<file path="src/rtl/mux_scan_ctrl_if.sv">
// Sample stream and mux-select bundle between the scan sequencer and the 8:1 channel mux.
// The master drives select and captured samples; the slave returns mux output and ready.
interface mux_scan_ctrl_if #(
  parameter int unsigned W = 3
);
  logic [2:0]   s;
  logic [W-1:0] y_in;
  logic [W-1:0] out_data;
  logic [2:0]   out_ch;
  logic         out_valid;
  logic         out_ready;

  modport master (
    output s,
    output out_data,
    output out_ch,
    output out_valid,
    input  y_in,
    input  out_ready
  );

  modport slave (
    input  s,
    input  out_data,
    input  out_ch,
    input  out_valid,
    output y_in,
    output out_ready
  );
endinterface

</file>
<file path="src/rtl/mux_scan_ctrl.sv">
// Round-robin scan sequencer for an 8:1 mux: selects each enabled channel, waits DWELL
// cycles, captures the mux output and offers it as a (channel, data) sample.
module mux_scan_ctrl #(
  parameter int unsigned DWELL = 4,
  parameter int unsigned W     = 3
) (
  input  logic                  clk,
  input  logic                  reset,
  input  logic                  start,
  input  logic                  stop,
  input  logic [7:0]            en_mask,
  output logic                  busy,
  output logic                  frame_done,
  mux_scan_ctrl_if.master       bus
);

  localparam logic [7:0] CntLoad = 8'(DWELL - 1);

  typedef enum logic [1:0] {StIdle, StSettle, StHold} state_e;

  state_e       state_q;
  logic [7:0]   mask_q;
  logic [7:0]   cnt_q;
  logic [2:0]   s_q;
  logic [W-1:0] out_data_q;
  logic [2:0]   out_ch_q;
  logic         out_valid_q;
  logic         frame_done_q;
  logic         stop_pend_q;
  logic [2:0]   nxt_ch;

  // Next enabled channel above cur, wrapping; returns cur itself for a single-channel mask.
  function automatic logic [2:0] next_ch(input logic [7:0] mask, input logic [2:0] cur);
    logic [2:0] idx;
    logic       found;
    next_ch = cur;
    found   = 1'b0;
    for (int i = 1; i <= 8; i++) begin
      idx = cur + 3'(i);
      if (!found && mask[idx]) begin
        next_ch = idx;
        found   = 1'b1;
      end
    end
  endfunction

  function automatic logic [2:0] first_ch(input logic [7:0] mask);
    first_ch = 3'd0;
    for (int i = 7; i >= 0; i--) begin
      if (mask[i]) first_ch = 3'(i);
    end
  endfunction

  always_comb begin
    nxt_ch = next_ch(mask_q, s_q);
  end

  always_ff @(posedge clk or posedge reset) begin
    if (reset) begin
      state_q      <= StIdle;
      mask_q       <= 8'd0;
      cnt_q        <= 8'd0;
      s_q          <= 3'd0;
      out_data_q   <= '0;
      out_ch_q     <= 3'd0;
      out_valid_q  <= 1'b0;
      frame_done_q <= 1'b0;
      stop_pend_q  <= 1'b0;
    end else begin
      frame_done_q <= 1'b0;
      case (state_q)
        StIdle: begin
          // stop wins over a simultaneous start
          if (start && !stop && (en_mask != 8'd0)) begin
            mask_q      <= en_mask;
            s_q         <= first_ch(en_mask);
            cnt_q       <= CntLoad;
            stop_pend_q <= 1'b0;
            state_q     <= StSettle;
          end
        end
        StSettle: begin
          if (stop) begin
            state_q <= StIdle;
          end else if (cnt_q == 8'd0) begin
            out_data_q  <= bus.y_in;
            out_ch_q    <= s_q;
            out_valid_q <= 1'b1;
            state_q     <= StHold;
          end else begin
            cnt_q <= cnt_q - 8'd1;
          end
        end
        StHold: begin
          if (out_valid_q && bus.out_ready) begin
            out_valid_q  <= 1'b0;
            s_q          <= nxt_ch;
            frame_done_q <= (nxt_ch <= s_q);
            cnt_q        <= CntLoad;
            stop_pend_q  <= 1'b0;
            state_q      <= (stop_pend_q || stop) ? StIdle : StSettle;
          end else if (stop) begin
            stop_pend_q <= 1'b1;
          end
        end
        default: state_q <= StIdle;
      endcase
    end
  end

  assign busy          = (state_q != StIdle);
  assign frame_done    = frame_done_q;
  assign bus.s         = s_q;
  assign bus.out_data  = out_data_q;
  assign bus.out_ch    = out_ch_q;
  assign bus.out_valid = out_valid_q;

endmodule
</file>
<file path="src/flat_wrapper.sv">
// flat-port wrapper written by rule: the top's interface ports become plain ports
module mux_scan_ctrl_flat 
#(
  parameter int unsigned DWELL = 4,
  parameter int unsigned W     = 3
)
  (clk, reset, start, stop, en_mask, busy, frame_done, bus_s, bus_out_data, bus_out_ch, bus_out_valid, bus_y_in, bus_out_ready);
  mux_scan_ctrl_if #(.W(W)) bus_i ();
  input  logic clk;
  input  logic reset;
  input  logic start;
  input  logic stop;
  input  logic [7:0] en_mask;
  output logic busy;
  output logic frame_done;
  output wire logic [$bits(bus_i.s)-1:0] bus_s;
  output wire logic [$bits(bus_i.out_data)-1:0] bus_out_data;
  output wire logic [$bits(bus_i.out_ch)-1:0] bus_out_ch;
  output wire logic [$bits(bus_i.out_valid)-1:0] bus_out_valid;
  input wire logic [$bits(bus_i.y_in)-1:0] bus_y_in;
  input wire logic [$bits(bus_i.out_ready)-1:0] bus_out_ready;
  assign bus_s = bus_i.s;
  assign bus_out_data = bus_i.out_data;
  assign bus_out_ch = bus_i.out_ch;
  assign bus_out_valid = bus_i.out_valid;
  assign bus_i.y_in = bus_y_in;
  assign bus_i.out_ready = bus_out_ready;
  mux_scan_ctrl #(.DWELL(DWELL), .W(W)) u_core (.clk(clk), .reset(reset), .start(start), .stop(stop), .en_mask(en_mask), .busy(busy), .frame_done(frame_done), .bus(bus_i));
endmodule
</file>
<file path="config.mk">
export PLATFORM = sky130hd
export DESIGN_NAME = mux_scan_ctrl_flat
export DESIGN_NICKNAME = d
export VERILOG_FILES = /design/src/rtl/mux_scan_ctrl_if.sv /design/src/rtl/mux_scan_ctrl.sv /design/src/flat_wrapper.sv
export SDC_FILE = /design/constraint.sdc
export NUM_CORES = 1
export LEC_CHECK = 0
export BUFFER_PORTS_ARGS = -buffer_cell sky130_fd_sc_hd__buf_2
export CAP_MARGIN = 20
export CORE_UTILIZATION = 50
export DETAILED_ROUTE_END_ITERATION = 12
export GPL_TIMING_DRIVEN = 1
export PLACE_DENSITY = 0.77
export SLEW_MARGIN = 20
export SYNTH_ARGS = -nofsm -noshare
export SYNTH_HDL_FRONTEND = slang
export SYNTH_SLANG_ARGS = --single-unit
</file>
<file path="constraint.sdc">
create_clock -name clk -period 5.2 [get_ports clk]
set_input_delay 0.26 -clock clk [delete_from_list [all_inputs] [get_ports clk]]
set_output_delay 0.26 -clock clk [all_outputs]
set_load 0.01 [all_outputs]
</file>
==> Yosys cells after proc, flatten, opt, wreduce, memory -nomap -nowiden <==
Cells that the tools add are included.
{ "totals": {"reg_bits": 30, "in_bits": 16, "out_inout_bits": 12, "wordCells": 132} }
{ "op_classes": {"addsub": 8, "magnitude_cmp": 9, "eq_ne": 9, "muxes": 63, "n_bitwise": 1, "reduce_logical": 33} }
{ "ops": {"columns": ["operator", "count"], "rows": [
  ["3-bit two-way mux", 18],
  ["3-bit by 4-bit less-than comparator with 1-bit output (second input constant)", 8],
  ["8-bit two-way mux", 4],
  ["1-bit binary-select mux with 3-bit select", 8],
  ["1-bit two-way mux", 24],
  ["8-bit case mux with 3 select lines", 1],
  ["3-bit adder (second input constant)", 4],
  ["3-bit AND reduction", 4],
  ["1-bit logical AND", 10],
  ["1-bit zero test", 8],
  ["8-bit zero test", 1],
  ["2-bit two-way mux", 4],
  ["8-bit nonzero test", 1],
  ["8-bit by 1-bit subtractor with 8-bit output (second input constant)", 1],
  ["3-bit by 2-bit adder with 3-bit output (second input constant)", 2],
  ["2-bit by 1-bit != test with 1-bit output (second input constant)", 3],
  ["3-bit by 2-bit != test with 1-bit output (second input constant)", 2],
  ["2-bit case mux with 3 select lines", 1],
  ["3-bit case mux with 2 select lines", 1],
  ["2-bit nonzero test", 3],
  ["5-bit AND reduction", 1],
  ["2-bit != test (second input constant)", 2],
  ["1-bit case mux with 2 select lines", 2],
  ["4-bit AND reduction", 1],
  ["9 further kinds", 9]
]} }

==> Depth between registers and ports, before layout <==
{ "depth": {"word_depth": 28, "mapped_depth": 16, "depth_no_buf": 14} }

==> Worst setup path after synthesis <==
OpenSTA, ideal clock, no wires.
{ "synth_path": {"kind": "reg-to-reg", "start": "register u_core.s_q[0], in the netlist u_core.bus.s[0]", "end": "register u_core.frame_done_q, in the netlist u_core.frame_done", "setup_ns": 0.072, "arrival_ns": 3.706, "required_ns": 5.128, "path_slack_ns": 1.422, "path_stages_with_launch": 16, "path_buffers": 1, "synth_period_minus_slack_ns": 3.778, "cell_sequence": "dfrtp_1 buf_6 clkinv_1 ha_1 mux4_1 mux2_2 nor2_1 a22oi_1 or3_1 a32oi_1 o22ai_1 ha_1 a21o_1 a21oi_1 a31oi_1 nor2_1"} }
{ "synth_via": {"elab_chain_cells": 28, "elab_cells_between_ends": 55, "classes_between": "7 x add/sub; 1 x order compare; 33 x mux; 14 x reduce/logical"} }
{ "synth_lines": {"columns": ["element", "line", "rtl"], "rows": [
  ["from (decl)", "mux_scan_ctrl.sv:24", "logic [2:0] s_q;"],
  ["from (signal assigned)", "mux_scan_ctrl.sv:76", "s_q <= first_ch(en_mask);"],
  ["from (signal assigned)", "mux_scan_ctrl.sv:97", "s_q <= nxt_ch;"],
  ["3-bit by 1-bit adder with 3-bit output", "mux_scan_ctrl.sv:39", "idx = cur + 3'(i);"],
  ["1-bit binary-select mux with 3-bit select", "mux_scan_ctrl.sv:40", "if (!found && mask[idx]) begin"],
  ["1-bit two-way mux (not written as such)", "mux_scan_ctrl.sv:40", null],
  ["1-bit two-way mux", "mux_scan_ctrl.sv:40", null],
  ["1-bit zero test", "mux_scan_ctrl.sv:40", null],
  ["1-bit logical AND", "mux_scan_ctrl.sv:40", null],
  ["1-bit two-way mux", "mux_scan_ctrl.sv:40", null],
  ["1-bit zero test", "mux_scan_ctrl.sv:40", null],
  ["[12 not listed]", null, null],
  ["1-bit logical AND", "mux_scan_ctrl.sv:40", null],
  ["1-bit two-way mux", "mux_scan_ctrl.sv:40", null],
  ["1-bit zero test", "mux_scan_ctrl.sv:40", null],
  ["1-bit logical AND", "mux_scan_ctrl.sv:40", null],
  ["3-bit two-way mux", "mux_scan_ctrl.sv:40", null],
  ["3-bit <= comparator (*)", "mux_scan_ctrl.sv:98", "frame_done_q <= (nxt_ch <= s_q);"],
  ["1-bit two-way mux (*)", "mux_scan_ctrl.sv:95", "if (out_valid_q && bus.out_ready) begin"],
  ["1-bit two-way mux (*)", "mux_scan_ctrl.sv:71", "case (state_q)"],
  ["to (signal assigned)", "mux_scan_ctrl.sv:98", null],
  ["to (decl)", "mux_scan_ctrl.sv:28", "logic frame_done_q;"]
]} }
Mark *: on every way between the ends. The rest lies on a longest branch, timed or not. The select of a mux whose other input is x is not followed.
A chain may end at the register's enable or synchronous reset.

==> Worst setup path after layout <==
Same ends and word-level chain as after synthesis.

==> summary.md <==
| Metric | Value |
|---|---|
| Count leader, synth | nor2_1 |
| Max Freq | 217 MHz |
| Clk network pwr share | roughly 17% |
| Yosys cell types | 54 |
| CP Max Fanout | 15 |
| Hold_ws | 0.0433 ns |
| Switching Share | 42.6% |
| Core footprint | 4410 sq um |
| Layout net count | 290 |
| Via count | roughly 2,000 |
| Status | finished clean |
| Post-synth top area share | between 30% and 40% |
| # IOs | 28 |
| Slew Limit Fails | 0 |
| Hold Fails Final Rpt | 0 |
| Overall routing resource usage | between 20% and 30% |
| Clock latency on the worst-skew pair | about 0.28 ns |
| Worst EP required | 5.41 ns |
| FF-to-FF End | u_core.frame_done |
| Worst hold path class | input port to asynchronous set/reset pin |
| Internal power | 784 uW |
| Die Area | slightly below 5000 sq um |
| Post-CTS Resized | 0 |
| Number of antenna violations at the first check in global routing | 0 |
| WL final | ~5300 um |
| Power per cell area | 519 nW/um^2 |
| Mean Syn Cell Area | approximately 9.9 sq um |
| Final Cycle Share | between 80% and 90% |
| Register area share after synthesis | approximately a third |
| Gp weighted congestion | around 0.9 |
| Most used DFF post-synth | dfrtp_1 |
| I/O Buffers | 27 |
| Startpoint types | flip-flop |
| Max-cap violations | 0 |
| Initial core utilization | a little over half |
| Net Count, Synth | 259 |
| Number of global-route vias before repair | ~1,900 |
| DR iter-0 viols | 170 |
| Setup TNS | 0 ns |
| Sequential Power Share | between 20 and 30% |
| Multi-input gate area | 1500 sq um |
| Asr flop ratio synth | 100% |
| WL per Instance | 16.4 um |
| Largest net degree at the start of global routing | 31 |
| Share of layout cells above drive strength 1 | a little over a quarter |
| Gate count of the mapped netlist | ~240 |
| Leakage | 0.00120 uW |
| CTS tree | done |
| Synth area leader | dfrtp_1 |
| Slew margin rel. | about half |
| WP data arrival | a little under 5 ns |
| Hold-fix buffer count after cts | 0 |
| Register Area | between 700 and 800 sq um |
| Cell Rows | 24 |
| DIE HEIGHT | approximately 70 um |
| Leading cell types by count after synthesis | 31 x nor2_1, 30 x dfrtp_1, 18 x nand2_1 |
| First-pass GRT wire length | a little under 9000 um |
| Reg-to-Reg Start | u_core.bus.s[0] |
| Syn Std Cell Area | 2330 sq um |
| Post-route DRC | 0 |
| Dpl hpwl | ~3900 um |
| H-Tree Depth | 2 |
| VDD IR max | ~0.00033 V |
| Fillcell total | 384 |
| Area added between synthesis and finish | 12.8% |
| CTS sink cnt | 30 |
| Post-synth EDFFs | 0 |
| Clk slew on worst S/H paths | 0.07 ns |
| DR vias/cell | between 6 and 7 |
| Total setup buffers inserted after CTS | 0 |
| Ys Warns | 0 |
| Setup Crit Path Kind | flip-flop to flip-flop |
| Die width | 70.2 um |
| Net Switching | about 580 uW |
| Drt first pass iters | 4 |
| ANT nets after route | 0 |
| Worst Setup SP | u_core.bus.s[0] |
| Clock Skew | about 0.0048 ns |
| CTS buffer count | 5 |
| Synth area leaders | dfrtp_1 32%, mux2_2 7.7%, mux4_2 7.7% |
| Setup crit end | u_core.frame_done |
| Clock Tree Root | clkbuf_8 |
| Worst-margin pin slew | ~0.72 ns |
| Endpoints failing setup | 0 |
| Antenna cell count | 0 |
| RSZ-0062 raised after global routing | no |
| Worst R2R Setup Slack | between 0.5 and 0.6 ns |
| Congestion Overflow GR | 0 |
| FF+latch count, synth | 30 |
| Post-layout min period | between 4 and 5 ns |
| CTS max path bufs | 2 |
| Combinational Power Share | 58.2% |
| FF-to-FF path depth | 14 |
| Crit end category | flip-flop |
==> final cells by class <==
| cell class | count | area share (%) |
|---|---|---|
| Inverter | 12 | 1.72 |
| Multi-Input combinational cell | 188 | 57.1 |
| Timing Repair Buffer | 30 | 6.00 |
| Clock inverter | 3 | 1.52 |
| Clock buffer | 5 | 2.62 |
| Tap cell | 52 | 2.48 |
| Sequential cell | 30 | 28.6 |
==> cell families after synthesis <==
kind of cell / count (synthesis) / synth area share [%]
adder cells (fa/ha/maj): 7 / 3.76
multiplexers: 31 / 21.8
buffers and inverters: 18 / 3.39
AND/OR/NAND/NOR: 80 / 16.8
XOR/XNOR: 11 / 4.14
flip-flops: 30 / 32.2
AO/OA/AOI/OAI: 59 / 17.9
==> critical path, cell delays in order, from the launching register on <==
cell,delay (ns)
dfrtp_1,0.71
clkinv_1,0.38
ha_1,0.66
mux4_1,0.75
mux2_2,0.34
nor2_1,0.14
a22oi_1,0.10
or3_1,0.32
a32oi_1,0.26
o22ai_1,0.12
ha_1,0.31
a21o_1,0.17
a21oi_1,0.14
a31oi_1,0.05
nor2_1,0.09
==> power groups by stage <==
stage | logic, uW | registers, uW | clock network (uW)
3_3_place_gp | 776 | 343 | 0
4_1_cts | 788 | 342 | 233
5_1_grt | 865 | 352 | 244
6_report | 794 | 342 | 228
3_5_place_dp | 784 | 346 | 0
2_1_floorplan | 633 | 329 | 0
==> sequential cells by signal, indices dropped and copies added (netlist names) <==
register / flops
u_core.cnt_q: 8
u_core.bus.out_valid: 1
u_core.bus.s: 3
u_core.frame_done: 1
u_core.bus.out_data: 3
u_core.bus.out_ch: 3
u_core.mask_q: 8
u_core.stop_pend_q: 1
u_core.state_q: 2
==> how the worst min path moves through the flow <==
stage,slack (ns),cells after the start,from,to
2_1_floorplan,0.35,1,reset,u_core.bus.out_ch[0]
3_3_place_gp,0.35,3,reset,u_core.mask_q[7]
3_5_place_dp,0.36,3,reset,u_core.mask_q[7]
4_1_cts,0.05,3,reset,u_core.cnt_q[3]
5_1_grt,0.08,3,reset,u_core.mask_q[0]
6_report,0.04,3,reset,u_core.mask_q[7]
==> layer usage <==
layer | vias up | global-route usage [%] | wire length (um)
met1 | 964 | 30.7 | 2400
met5 | - | 0 | 0
met3 | 9 | 4.18 | 277
met4 | 0 | 8.22 | 82
li1 | 950 | - | -
met2 | 57 | 34.8 | 2500
==> cells in the final DEF, fill, tap and decap left out, drive strengths merged, types with 3 or more instances in the layout <==
cell type  count
nor2b          3
o31ai          3
nand2b         3
a31oi          5
nor2          33
nor4           4
a21oi         13
ha             7
xor2           9
nand2         18
o21ai         14
clkbuf         5
buf           30
clkinv         4
nor3           4
inv           10
mux2i          3
dfrtp         30
mux4          12
mux2          16
nand3          7
==> per-stage QoR <==
stage               power [uW]  setup slack (ns)  instance area [sq um]  cells  utilization (%)
detailed placement        1130             0.648                   2520    312             57.0
global placement          1120             0.785                   2520    312             57.0
global route              1460             0.276                   2630    320             59.5
finish                    1360             0.594                   2630    320             59.5
CTS                       1360             0.606                   2630    320             59.5
floorplan                  962              1.42                   2330    236                -
Note: power is estimated with default switching activity, not from simulation.
